[config.mk]
export PLATFORM = sky130hd
export DESIGN_NAME = lb_arbiter_flat
export DESIGN_NICKNAME = d
export VERILOG_FILES = /design/src/rtl/lb_pkg.sv /design/src/rtl/lb_arbiter_if.sv /design/src/rtl/rr_arbiter.sv /design/src/rtl/lb_arbiter.sv /design/src/flat_wrapper.sv
export SDC_FILE = /design/constraint.sdc
export NUM_CORES = 1
export LEC_CHECK = 0
export ABC_AREA = 1
export ABC_CLOCK_PERIOD_IN_PS = 4400
export CORE_ASPECT_RATIO = 0.7
export CORE_UTILIZATION = 41
export DETAILED_ROUTE_END_ITERATION = 10
export GPL_ROUTABILITY_DRIVEN = 0
export MAX_ROUTING_LAYER = met4
export PLACE_DENSITY_LB_ADDON = 0.15
export SETUP_SLACK_MARGIN = 0.05
export SYNTH_ARGS = -nofsm -noshare
export SYNTH_HDL_FRONTEND = slang
export SYNTH_SLANG_ARGS = --single-unit
export TNS_END_PERCENT = 100
[constraint.sdc]
create_clock -name clk_100_i -period 4.4 [get_ports clk_100_i]
set_input_delay 1.32 -clock clk_100_i [delete_from_list [all_inputs] [get_ports clk_100_i]]
set_output_delay 1.32 -clock clk_100_i [all_outputs]
set_load 0.01 [all_outputs]
[src/rtl/lb_pkg.sv]
// Shared types and helpers for the slow-control local bus arbiter.
// Holds bus widths, the sequencer state encoding and the rotating-priority pick.
package lb_pkg;

    localparam int LB_AW   = 8;
    localparam int LB_DW   = 32;
    localparam int MAX_REQ = 8;

    typedef enum logic [2:0] {
        IDLE   = 3'd0,
        STROBE = 3'd1,
        WAIT   = 3'd2,
        GAP    = 3'd3,
        DONE   = 3'd4
    } lb_state_e;

    // Returns {found, index}: the first set request at or after ptr, wrapping modulo n.
    function automatic logic [3:0] rr_pick(input logic [MAX_REQ-1:0] req,
                                           input logic [2:0]         ptr,
                                           input int                 n);
        logic [3:0] res;
        logic [2:0] k;
        res = '0;
        for (int i = MAX_REQ - 1; i >= 0; i--) begin
            if (i < n) begin
                k = 3'((int'(ptr) + i) % n);
                if (req[k]) res = {1'b1, k};
            end
        end
        return res;
    endfunction

endpackage

[src/rtl/lb_arbiter_if.sv]
// Master-side request/done signals and local-bus signals of the arbiter.
// A master raises req_i (with we_i/addr_i/wdata_i stable) and holds it until its one-cycle done_o pulse;
// gnt_o marks the owner from grant to done, and rdata_o is valid in the done_o cycle of a read.
interface lb_arbiter_if #(
    parameter int NREQ = 2
);
    import lb_pkg::*;

    logic [NREQ-1:0]       req_i;
    logic [NREQ-1:0]       we_i;
    logic [NREQ*LB_AW-1:0] addr_i;
    logic [NREQ*LB_DW-1:0] wdata_i;
    logic [NREQ-1:0]       gnt_o;
    logic [NREQ-1:0]       done_o;
    logic [LB_DW-1:0]      rdata_o;
    logic                  busy_o;
    logic [LB_AW-1:0]      lb_addr_o;
    logic [LB_DW-1:0]      lb_wdata_o;
    logic                  lb_write_o;
    logic                  lb_read_o;
    logic [LB_DW-1:0]      lb_rdata_i;

    modport slave (
        input  req_i, we_i, addr_i, wdata_i, lb_rdata_i,
        output gnt_o, done_o, rdata_o, busy_o, lb_addr_o, lb_wdata_o, lb_write_o, lb_read_o
    );

    modport master (
        output req_i, we_i, addr_i, wdata_i, lb_rdata_i,
        input  gnt_o, done_o, rdata_o, busy_o, lb_addr_o, lb_wdata_o, lb_write_o, lb_read_o
    );

endinterface

[src/rtl/rr_arbiter.sv]
// Combinational round-robin selector: first request at or after the pointer wins.
module rr_arbiter
    import lb_pkg::*;
#(
    parameter int N  = 2,
    parameter int IW = 1
) (
    input  logic [N-1:0]  i_req,
    input  logic [IW-1:0] i_ptr,
    output logic [N-1:0]  o_gnt,
    output logic [IW-1:0] o_idx,
    output logic          o_any
);

    logic [MAX_REQ-1:0] w_req;
    logic [2:0]         w_ptr;
    logic [3:0]         w_pick;

    always_comb begin
        w_req             = '0;
        w_req[N-1:0]      = i_req;
        w_ptr             = '0;
        w_ptr[IW-1:0]     = i_ptr;
        w_pick            = rr_pick(w_req, w_ptr, N);
        o_any             = w_pick[3];
        o_idx             = w_pick[IW-1:0];
        o_gnt             = '0;
        if (w_pick[3]) o_gnt[w_pick[IW-1:0]] = 1'b1;
    end

endmodule

[src/rtl/lb_arbiter.sv]
// Round-robin arbiter sharing the 0x90xx slow-control local bus between NREQ masters.
// Sequences each transaction as grant, one strobe, read-latency or write-gap wait, then a done pulse.
module lb_arbiter
    import lb_pkg::*;
#(
    parameter int NREQ   = 2,
    parameter int RD_LAT = 2,
    parameter int WR_GAP = 1
) (
    input  logic        clk_100_i,
    input  logic        reset_i,
    lb_arbiter_if.slave bus,
    output lb_state_e   dbg_state_o
);

    localparam int IW = (NREQ > 1) ? $clog2(NREQ) : 1;
    localparam int CW = 4;

    lb_state_e        r_state;
    logic [IW-1:0]    r_ptr;
    logic [IW-1:0]    r_idx;
    logic [NREQ-1:0]  r_gnt;
    logic [NREQ-1:0]  r_done;
    logic             r_we;
    logic [CW-1:0]    r_cnt;
    logic [LB_AW-1:0] r_addr;
    logic [LB_DW-1:0] r_wdata;
    logic [LB_DW-1:0] r_rdata;
    logic             r_busy;
    logic             r_wr;
    logic             r_rd;

    logic [NREQ-1:0]  w_gnt;
    logic [IW-1:0]    w_idx;
    logic             w_any;

    rr_arbiter #(
        .N  (NREQ),
        .IW (IW)
    ) u_rr (
        .i_req (bus.req_i),
        .i_ptr (r_ptr),
        .o_gnt (w_gnt),
        .o_idx (w_idx),
        .o_any (w_any)
    );

    always_ff @(posedge clk_100_i or posedge reset_i) begin
        if (reset_i) begin
            r_state <= IDLE;
            r_ptr   <= '0;
            r_idx   <= '0;
            r_gnt   <= '0;
            r_done  <= '0;
            r_we    <= 1'b0;
            r_cnt   <= '0;
            r_addr  <= '0;
            r_wdata <= '0;
            r_rdata <= '0;
            r_busy  <= 1'b0;
            r_wr    <= 1'b0;
            r_rd    <= 1'b0;
        end else begin
            r_done <= '0;
            r_wr   <= 1'b0;
            r_rd   <= 1'b0;
            case (r_state)
                IDLE: begin
                    if (w_any) begin
                        r_state <= STROBE;
                        r_busy  <= 1'b1;
                        r_gnt   <= w_gnt;
                        r_idx   <= w_idx;
                        r_we    <= bus.we_i[w_idx];
                        r_addr  <= bus.addr_i[int'(w_idx)*LB_AW +: LB_AW];
                        r_wdata <= bus.wdata_i[int'(w_idx)*LB_DW +: LB_DW];
                    end
                end
                // The strobe register is loaded here, so the pulse lands one cycle after the
                // grant with address and data already settled on the bus.
                STROBE: begin
                    r_cnt <= '0;
                    if (r_we) begin
                        r_wr    <= 1'b1;
                        r_state <= GAP;
                    end else begin
                        r_rd    <= 1'b1;
                        r_state <= WAIT;
                    end
                end
                WAIT: begin
                    if (r_cnt == CW'(RD_LAT)) begin
                        r_rdata <= bus.lb_rdata_i;
                        r_done  <= r_gnt;
                        r_state <= DONE;
                    end else begin
                        r_cnt <= r_cnt + CW'(1);
                    end
                end
                GAP: begin
                    if (r_cnt == CW'(WR_GAP)) begin
                        r_done  <= r_gnt;
                        r_state <= DONE;
                    end else begin
                        r_cnt <= r_cnt + CW'(1);
                    end
                end
                DONE: begin
                    r_gnt   <= '0;
                    r_busy  <= 1'b0;
                    r_state <= IDLE;
                    r_ptr   <= (r_idx == IW'(NREQ - 1)) ? '0 : r_idx + IW'(1);
                end
                default: begin
                    r_state <= IDLE;
                    r_gnt   <= '0;
                    r_busy  <= 1'b0;
                end
            endcase
        end
    end

    assign bus.gnt_o      = r_gnt;
    assign bus.done_o     = r_done;
    assign bus.rdata_o    = r_rdata;
    assign bus.busy_o     = r_busy;
    assign bus.lb_addr_o  = r_addr;
    assign bus.lb_wdata_o = r_wdata;
    assign bus.lb_write_o = r_wr;
    assign bus.lb_read_o  = r_rd;
    assign dbg_state_o    = r_state;

endmodule
[src/flat_wrapper.sv]
// flat-port wrapper written by rule: the top's interface ports become plain ports
module lb_arbiter_flat import lb_pkg::*;
#(
    parameter int NREQ   = 2,
    parameter int RD_LAT = 2,
    parameter int WR_GAP = 1
)
  (clk_100_i, reset_i, dbg_state_o, bus_req_i, bus_we_i, bus_addr_i, bus_wdata_i, bus_lb_rdata_i, bus_gnt_o, bus_done_o, bus_rdata_o, bus_busy_o, bus_lb_addr_o, bus_lb_wdata_o, bus_lb_write_o, bus_lb_read_o);
  lb_arbiter_if #(.NREQ(NREQ)) bus_i ();
  input  logic clk_100_i;
  input  logic reset_i;
  output lb_state_e dbg_state_o;
  input wire logic [$bits(bus_i.req_i)-1:0] bus_req_i;
  input wire logic [$bits(bus_i.we_i)-1:0] bus_we_i;
  input wire logic [$bits(bus_i.addr_i)-1:0] bus_addr_i;
  input wire logic [$bits(bus_i.wdata_i)-1:0] bus_wdata_i;
  input wire logic [$bits(bus_i.lb_rdata_i)-1:0] bus_lb_rdata_i;
  output wire logic [$bits(bus_i.gnt_o)-1:0] bus_gnt_o;
  output wire logic [$bits(bus_i.done_o)-1:0] bus_done_o;
  output wire logic [$bits(bus_i.rdata_o)-1:0] bus_rdata_o;
  output wire logic [$bits(bus_i.busy_o)-1:0] bus_busy_o;
  output wire logic [$bits(bus_i.lb_addr_o)-1:0] bus_lb_addr_o;
  output wire logic [$bits(bus_i.lb_wdata_o)-1:0] bus_lb_wdata_o;
  output wire logic [$bits(bus_i.lb_write_o)-1:0] bus_lb_write_o;
  output wire logic [$bits(bus_i.lb_read_o)-1:0] bus_lb_read_o;
  assign bus_i.req_i = bus_req_i;
  assign bus_i.we_i = bus_we_i;
  assign bus_i.addr_i = bus_addr_i;
  assign bus_i.wdata_i = bus_wdata_i;
  assign bus_i.lb_rdata_i = bus_lb_rdata_i;
  assign bus_gnt_o = bus_i.gnt_o;
  assign bus_done_o = bus_i.done_o;
  assign bus_rdata_o = bus_i.rdata_o;
  assign bus_busy_o = bus_i.busy_o;
  assign bus_lb_addr_o = bus_i.lb_addr_o;
  assign bus_lb_wdata_o = bus_i.lb_wdata_o;
  assign bus_lb_write_o = bus_i.lb_write_o;
  assign bus_lb_read_o = bus_i.lb_read_o;
  lb_arbiter #(.NREQ(NREQ), .RD_LAT(RD_LAT), .WR_GAP(WR_GAP)) u_core (.clk_100_i(clk_100_i), .reset_i(reset_i), .bus(bus_i), .dbg_state_o(dbg_state_o));
endmodule
; ---- After elaboration in Yosys (flattened, before gate mapping)
; Index checks and enable logic that the tools add are counted.
[totals]
regBits = 89
out_inout_bits = 82
word_cells = 74
[classes]
n_addsub = 3
order_cmp = 4
eq_ne = 11
shifts = 2
muxes = 30
bitwise_logic = 2
n_reduce_logical = 9
[op_table]
columns = op, n
row1 = variable part select 64 x 7 -> 32 bit, 1
row2 = two-way mux 4 bit, 4
row3 = variable part select 16 x 5 -> 8 bit, 1
row4 = two-way mux 1 bit, 13
row5 = case mux 3 bit (4 select lines), 1
row6 = case mux 4 bit (3 select lines), 1
row7 = two-way mux 3 bit, 3
row8 = case mux 2 bit (2 select lines), 2
row9 = "equality test 3 x 2 -> 1 bit, second input constant", 2
row10 = two-way mux 2 bit, 3
row11 = "inequality test 2 bit, second input constant", 3
row12 = AND reduction 2 bit, 3
row13 = AND reduction 3 bit, 2
row14 = "adder 4 x 1 -> 4 bit, second input constant", 1
row15 = "equality test 4 x 1 -> 1 bit, second input constant", 1
row16 = "equality test 4 x 2 -> 1 bit, second input constant", 1
row17 = "less-than comparator 1 x 4 -> 1 bit, second input constant", 1
row18 = "less-than comparator 3 x 4 -> 1 bit, second input constant", 1
row19 = "inequality test 2 x 1 -> 1 bit, second input constant", 2
row20 = "equality test 3 x 1 -> 1 bit, second input constant", 1
row21 = "equality test 3 bit, second input constant", 1
row22 = zero test 3 bit, 1
row23 = nonzero test 3 bit, 1
row24 = OR reduction 3 bit, 1
row25 = other kinds (9), 10

; ---- Depth between registers and ports, before layout
; Gate-level depths: netlist of run 1.
[logic_depth]
depth_word = 12
depth_mapped = 8
depth_no_buf = 8

; ---- Cells and area by module
; From an unflattened synthesis of run 1, not the netlist that was laid out.
[hier_totals]
hier_cells = 497
area_unflattened_um2 = 4078.9
[modules_own_cells]
columns = module, instances, cells_per_inst, area_each_um2
row1 = lb_arbiter, 1, 490, 4048.9
row2 = rr_arbiter, 1, 7, 30.0

; ---- Least setup slack after synthesis of run 1
; OpenSTA, ideal clock, no wires.
[synth_path]
path_kind = in2reg
startpoint = input port bus_req_i[1]
endpoint = register u_core.r_addr[0] (netlist: u_core.bus.lb_addr_o[0])
setup_ps = 116
arrival_ps = 2041
required_ps = 4284
slack_ps = 2243
stages = 8
path_buffers = 2
cell_sequence = buf_2 inv_1 nand3_1 nand2_2 inv_2 buf_6 nand2_1 nand2_1
[synth_between]
elab_chain_cells = 5
[synth_lines]
columns = element, line_no
row1 = from (decl), flat_wrapper.sv:13  ; input wire logic [$bits(bus_i.req_i)-1:0] bus_req_i;
row2 = binary-select mux 1 bit (select 2 bit), lb_pkg.sv:27  ; if (req[k]) res = {1'b1, k};
row3 = two-way mux 1 bit (not written as such), lb_pkg.sv:27
row4 = two-way mux 4 bit, lb_pkg.sv:27
row5 = two-way mux 4 bit *, lb_pkg.sv:27
row6 = variable part select 16 x 5 -> 8 bit / AND reduction 2 bit (equally long branches), -
row7 = to (signal assigned), lb_arbiter.sv:75  ; r_addr <= bus.addr_i[int'(w_idx)*LB_AW +: LB_AW];
row8 = to (decl), lb_arbiter.sv:26  ; logic [LB_AW-1:0] r_addr;
; Every way passes the cells marked *; elsewhere a longest branch is shown, timed or not. The select of a mux whose other input is x is not followed.
; A chain may end at the register's enable or synchronous reset.

; ---- Worst setup path in the final report of run 1
[layout_path]
startpoint = input port bus_req_i[0]
endpoint = register u_core.r_wdata[10] (netlist: u_core.bus.lb_wdata_o[10])
[layout_between]
elab_chain_cells = 5
[layout_lines]
columns = element, line_no
row1 = binary-select mux 1 bit (select 2 bit), lb_pkg.sv:27
row2 = two-way mux 1 bit (not written as such), lb_pkg.sv:27
row3 = two-way mux 4 bit, lb_pkg.sv:27
row4 = two-way mux 4 bit *, lb_pkg.sv:27
row5 = variable part select 64 x 7 -> 32 bit / AND reduction 2 bit (equally long branches), -
row6 = to (signal assigned), lb_arbiter.sv:76  ; r_wdata <= bus.wdata_i[int'(w_idx)*LB_DW +: LB_DW];
row7 = to (decl), lb_arbiter.sv:27  ; logic [LB_DW-1:0] r_wdata;
; Marked as above.

==> results of run 1 <==
-- cell usage in the layout (no fill, tap or decap), drive strengths merged, types with 3 or more instances in the layout --
cell type,n
nor2,12
nand2,262
buf,6
ha,3
clkinv,3
clkbuf,9
clkdlybuf4s50,199
nand4,4
dfrtp,89
o21ai,37
nand3,47
inv,45
-- power groups by stage --
stage | Clock (uW) | Combinational (uW) | Sequential [uW]
after global placement | 0 | 1880 | 1430
after detailed placement | 0 | 1930 | 1430
after floorplan | 0 | 787 | 1590
after global routing | 828 | 2110 | 1480
after CTS | 794 | 1930 | 1430
final | 773 | 1910 | 1430
-- cell families (layout without fill, tap and decap cells) --
logic type / after synthesis / in the layout / share of synthesized area
adders and majority gates: 3 / 3 / 0.00905
buffers and inverters: 72 / 265 / 0.0821
and+or+nand+nor: 325 / 325 / 0.315
DFF: 89 / 89 / 0.537
xor gates and xnor gates: 1 / 1 / 0.00211
AOI/OAI and AO/OA: 42 / 42 / 0.0549
-- worst max-delay path, cell delays in order --
cell,delay (ns)
clkdlybuf4s50_1,0.49
nand2_1,0.30
nand3_1,0.26
nand2_2,0.08
inv_2,0.52
nand2_1,0.15
nand2_1,0.11
-- sequential cells by signal (all words and copies together) (netlist names) --
register / count
u_core.r_we: 1
u_core.bus.lb_wdata_o: 32
u_core.bus.done_o: 2
u_core.bus.rdata_o: 32
u_core.bus.busy_o: 1
u_core.r_idx: 1
u_core.bus.lb_read_o: 1
u_core.r_cnt: 4
u_core.r_ptr: 1
u_core.bus.lb_addr_o: 8
u_core.bus.lb_write_o: 1
u_core.dbg_state_o: 3
u_core.bus.gnt_o: 2
-- cell type report --
class	count	share of cell area
Multi-Input combinational cell	371	0.243
Tap cell	128	0.0247
Timing Repair Buffer	205	0.316
Sequential cell	89	0.343
Clock inverter	7	0.0122
Inverter	44	0.0257
Clock buffer	9	0.0347
-- worst max path at each step --
stage | start | end | slack, ns | cells after the start
2_1_floorplan | reset_i | u_core.bus.busy_o | 0.77 | 1
3_3_place_gp | bus_req_i[0] | u_core.r_we | 1.18 | 6
3_5_place_dp | bus_req_i[0] | u_core.r_we | 1.10 | 6
4_1_cts | bus_req_i[0] | u_core.bus.lb_wdata_o[10] | 1.44 | 7
5_1_grt | bus_req_i[0] | u_core.r_we | 1.26 | 6
6_report | bus_req_i[0] | u_core.bus.lb_wdata_o[10] | 1.43 | 7
-- per-stage QoR --
step	instances	util
finish	853	0.665
global route	853	0.665
CTS	853	0.665
detailed placement	837	0.633
global placement	837	0.633
floorplan	532	-
-- per-layer routing --
metal,vias to the layer above,global-route usage
li1,2018,-
met1,1771,0.287
met2,119,0.354
met3,10,0.0505
met4,0,0.0676
met5,-,-
==> results_dict.tcl, run 1 <==
set metrics [dict create \
    tightest_slew_ns 0.707 \
    grt_pass1_wl_um 17600 \
    yosys-top-cells-count "nand2_1, dfrtp_1, nand3_1" \
    switching_share 0.363 \
    synth_largest_area_cell "dfrtp_1" \
    r2r_end "u_core.bus.lb_wdata_o[10]" \
    ir_worst_vdd_v 0.000310 \
    die_h_um 86.1 \
    finalWirelength_um 10900 \
    wl_met2_um 5180 \
    die_area_um2 10500 \
    relSlewSlack 0.528 \
    crit_fanout 43 \
    path_clk_slew_ns 0.06 \
    antenna_found_initial 0 \
    synth_edf_count 0 \
    min_path_cells 1 \
    setup_ws_ns 1.43 \
    final_area_um2 6490 \
    p_comb_frac 0.464 \
    netlist_area_um2 4150 \
    antenna_cells 0 \
    p_clk_frac 0.188 \
    fin_setup_tns_ns 0 \
    cellPowerDensity_nw_per_um2 633 \
    run_status "completed" \
    end_kind "register" \
    rows 30 \
    p_int_uw 2610 \
    holdPathEnd "u_core.bus.lb_read_o" \
    track_usage 0.224 \
    setup_viol 0 \
    crit_type "primary input to register" \
    syn_nets 653 \
    first_global_vias 3622 \
    reg2reg_setup_slack_ns 2.44 \
    met1_length_um 4960 \
    cts_sinks 89 \
    reg2reg_depth 7 \
    start_kind "primary input" \
    hp-class "register to register" \
    multiInputGateArea_um2 1580 \
    grt.overflow.total 0 \
    vias 3918 \
    crit_arrival_ns 3.24 \
    finalPower_uw 4110 \
    clock.fmax_mhz 337 \
    floorplan.initialDensity 0.425 \
    hpwl_um 7760 \
    routed.top_layer "met4" \
    vias_per_cell 4.59 \
    wl_met3_um 675 \
    rsz0062_at_grt "no" \
    fin_skew_ns 0.00575 \
    ys_top_cells_by_area "dfrtp_1, nand2_1, nand3_1, inv_1, o21ai_1" \
    cts_tree "built" \
    p_leak_uw 0.00328 \
    core_um2 9760 \
    grt_max_degree 68 \
    dp_slack_ns 1.10 \
    seqPwrFrac 0.347 \
    hold_buffers 0 \
    wl_per_cell_um 12.8 \
    place_area_um2 6180 \
    ant_nets 0 \
    clk_root_buffer_cell "clkbuf_16" \
    cts_resized 0 \
    timing.rr.start "u_core.r_ptr" \
    synth.distinct_cells 23 \
    hp-start "u_core.r_we" \
    initialDrtViolationCount 239 \
    synth-async-reset-ratio 1.00 \
    avgSynthCellArea_um2 7.79 \
    nFillCells 815 \
    synth_most_common_cell "nand2_1" \
    cts_made_buffers 9 \
    synth_seq_cells 89 \
    cp_data_required_time_ns 4.67 \
    netlist_instances 532 \
    area_growth_pct 56.4 \
    postCtsSetupBuffers 0 \
    maxSlewViolCount 0 \
    yosysWarningCount 0 \
    synth_top_area_share 0.537 \
    io_pins 200 \
    hold_viol 0 \
    io_buffers 199 \
    drc_errors 0 \
    p_sw_uw 1490 \
    worstSkewPairLatency_ns 0.34 \
    period_minus_slack_ns 2.97 \
    dr.pass1.iters 4 \
    ys.flop_type "dfrtp_1" \
    die_x_um 122 \
    cts.htree.levels 3 \
    seq_area_um2 2230 \
    cap_violations 0 \
    finalNetCount 841 \
    drive_gt1_frac 0.0469 \
    hold_ws_ns 0.423 \
    cts_buffer_depth 2 \
    period_share 0.675 \
    seq_area_frac_synth 0.537 \
]
Power figures use the tool's default switching activity.
==> run 2, diff against run 1 <==
--- a/config.mk
+++ b/config.mk
@@ -6,7 +6,7 @@
 export NUM_CORES = 1
 export LEC_CHECK = 0
 export ABC_AREA = 1
-export ABC_CLOCK_PERIOD_IN_PS = 4400
+export ABC_CLOCK_PERIOD_IN_PS = 3000
 export CORE_ASPECT_RATIO = 0.7
 export CORE_UTILIZATION = 41
 export DETAILED_ROUTE_END_ITERATION = 10
==> constraint.sdc (replaced) <==
create_clock -name clk_100_i -period 3 [get_ports clk_100_i]
set_input_delay 0.9 -clock clk_100_i [delete_from_list [all_inputs] [get_ports clk_100_i]]
set_output_delay 0.9 -clock clk_100_i [all_outputs]
set_load 0.01 [all_outputs]
==> run 2 against run 1 <==
  * Wire length up 4.1%
  * Sequential cell count unchanged
  * Via count increased by 1.1%
  * Critical path type is now register to output pin
  * Critical endpoint is now dbg_state_o[2]
  * Count of clock-buffer cells in the layout rose by 1
  * Final area up 0.69%
==> results_dict.tcl, run 2 (synthesis gave the netlist of run 1 again) <==
set metrics [dict create \
    start_kind "register" \
    die_h_um 86.1 \
    worstSkewPairLatency_ns 0.33 \
    nFillCells 835 \
    first_global_vias 3672 \
    p_leak_uw 0.00329 \
    crit_fanout 7 \
    slowest_stage "clkdlybuf4s50_1" \
    critPathBufInv 1 \
    ant_nets 0 \
    rsz0062_at_grt "no" \
    drc_errors 0 \
    grt_pass1_wl_um 18000 \
    utilization 0.669 \
    initialDrtViolationCount 203 \
    dr.pass1.iters 4 \
    cts_sinks 89 \
    floorplan.initialDensity 0.425 \
    run_status "completed" \
    drive_gt1_frac 0.0495 \
    period_minus_slack_ns 2.30 \
    grt_max_degree 90 \
    rows 30 \
    final_common_cell "nand2_1" \
    cts_resized 0 \
    multiInputGateArea_um2 1580 \
    critical_path.max_stage_delay_ns 0.59 \
    io_pins 200 \
    antenna_found_initial 0 \
    setup_ws_ns 0.697 \
    vias_per_cell 4.64 \
    die_x_um 122 \
    finalNetCount 843 \
    antenna_cells 0 \
    track_usage 0.227 \
    cp_data_required_time_ns 2.10 \
    fin_setup_tns_ns 0 \
    seq_area_um2 2230 \
    finalWirelength_um 11400 \
    hp-class "register to register" \
    crit_arrival_ns 1.40 \
    crit_chain "clkdlybuf4s50_1" \
    clock.fmax_mhz 434 \
    end_kind "output pin" \
    mostFrequentLayoutCells "nand2_1, clkdlybuf4s50_1, dfrtp_1, nand3_1, inv_1" \
    postCtsSetupBuffers 0 \
    cts_buffer_depth 2 \
    relSlewSlack 0.579 \
    grt.overflow.total 0 \
    period_share 0.768 \
    ir_worst_vdd_v 0.000445 \
    setup_viol 0 \
    cellPowerDensity_nw_per_um2 930 \
    tightest_slew_ns 0.632 \
    cts_made_buffers 9 \
    core_um2 9760 \
    cts_tree "built" \
    hold_ws_ns 0.423 \
    hold_viol 0 \
    fin_skew_ns 0.00391 \
    area_growth_pct 57.5 \
    io_buffers 199 \
    die_area_um2 10500 \
    cap_violations 0 \
    crit_type "register to output pin" \
    path_delay_family "buffers and inverters" \
    maxSlewViolCount 0 \
    hpwl_um 8220 \
    vias 3963 \
    reg2reg_setup_slack_ns 1.25 \
    hold_buffers 0 \
    cts.htree.levels 3 \
    clk_root_buffer_cell "clkbuf_16" \
    path_clk_slew_ns 0.06 \
    wl_per_cell_um 13.3 \
    dp_slack_ns 0.530 \
]
run 2: changes by cell type in the layout (fill, tap and decap cells not counted), sizes merged:
cell | before | now
clkbuf | 9 | 10
buf | 6 | 8
clkinvlp | 2 | 3
inv | 45 | 43
run 2: metal layers:
layer | vias to the layer above | GRT usage | part of all wire
li1 | 2029 | - | -
met1 | 1809 | 0.285 | 0.45
met2 | 116 | 0.367 | 0.48
met3 | 9 | 0.0578 | 0.063
met4 | 0 | 0.0576 | 0.0091
met5 | - | - | 0
run 2: report_power, final:
group | internal, uW | total, uW | switching, uW
registers | 1770 | 2100 | 334
logic | 1450 | 2840 | 1390
clock network | 669 | 1140 | 467
run 2: path summary, 6_finish.rpt:
| path | start | end | cells past startpoint |
|---|---|---|---|
| max | u_core.dbg_state_o[2] | dbg_state_o[2] | 1 |
| min | u_core.r_we | u_core.bus.lb_read_o | 1 |
| max reg2reg | u_core.r_cnt[0] | u_core.bus.done_o[1] | 5 |
| min reg2reg | u_core.r_we | u_core.bus.lb_read_o | 1 |
| max in group asynchronous | reset_i | u_core.bus.rdata_o[5] | 3 |
| min in group asynchronous | reset_i | u_core.bus.lb_wdata_o[29] | 3 |
run 2: area by class of cell:
type | instances | share of cell area
clock inverter | 6 | 0.0103
multi-input combinational | 371 | 0.242
timing repair buffer | 207 | 0.320
tap | 128 | 0.0245
inverter | 44 | 0.0259
sequential | 89 | 0.341
clock buffer | 10 | 0.0366
run 2: per-stage QoR:
step / std cells / total power (uW) / instance area, um2
2_1_floorplan: 532 / 3480 / 4150
3_3_place_gp: 839 / 4890 / 6220
3_5_place_dp: 839 / 4980 / 6220
4_1_cts: 855 / 6140 / 6530
5_1_grt: 855 / 6530 / 6530
6_report: 855 / 6070 / 6530
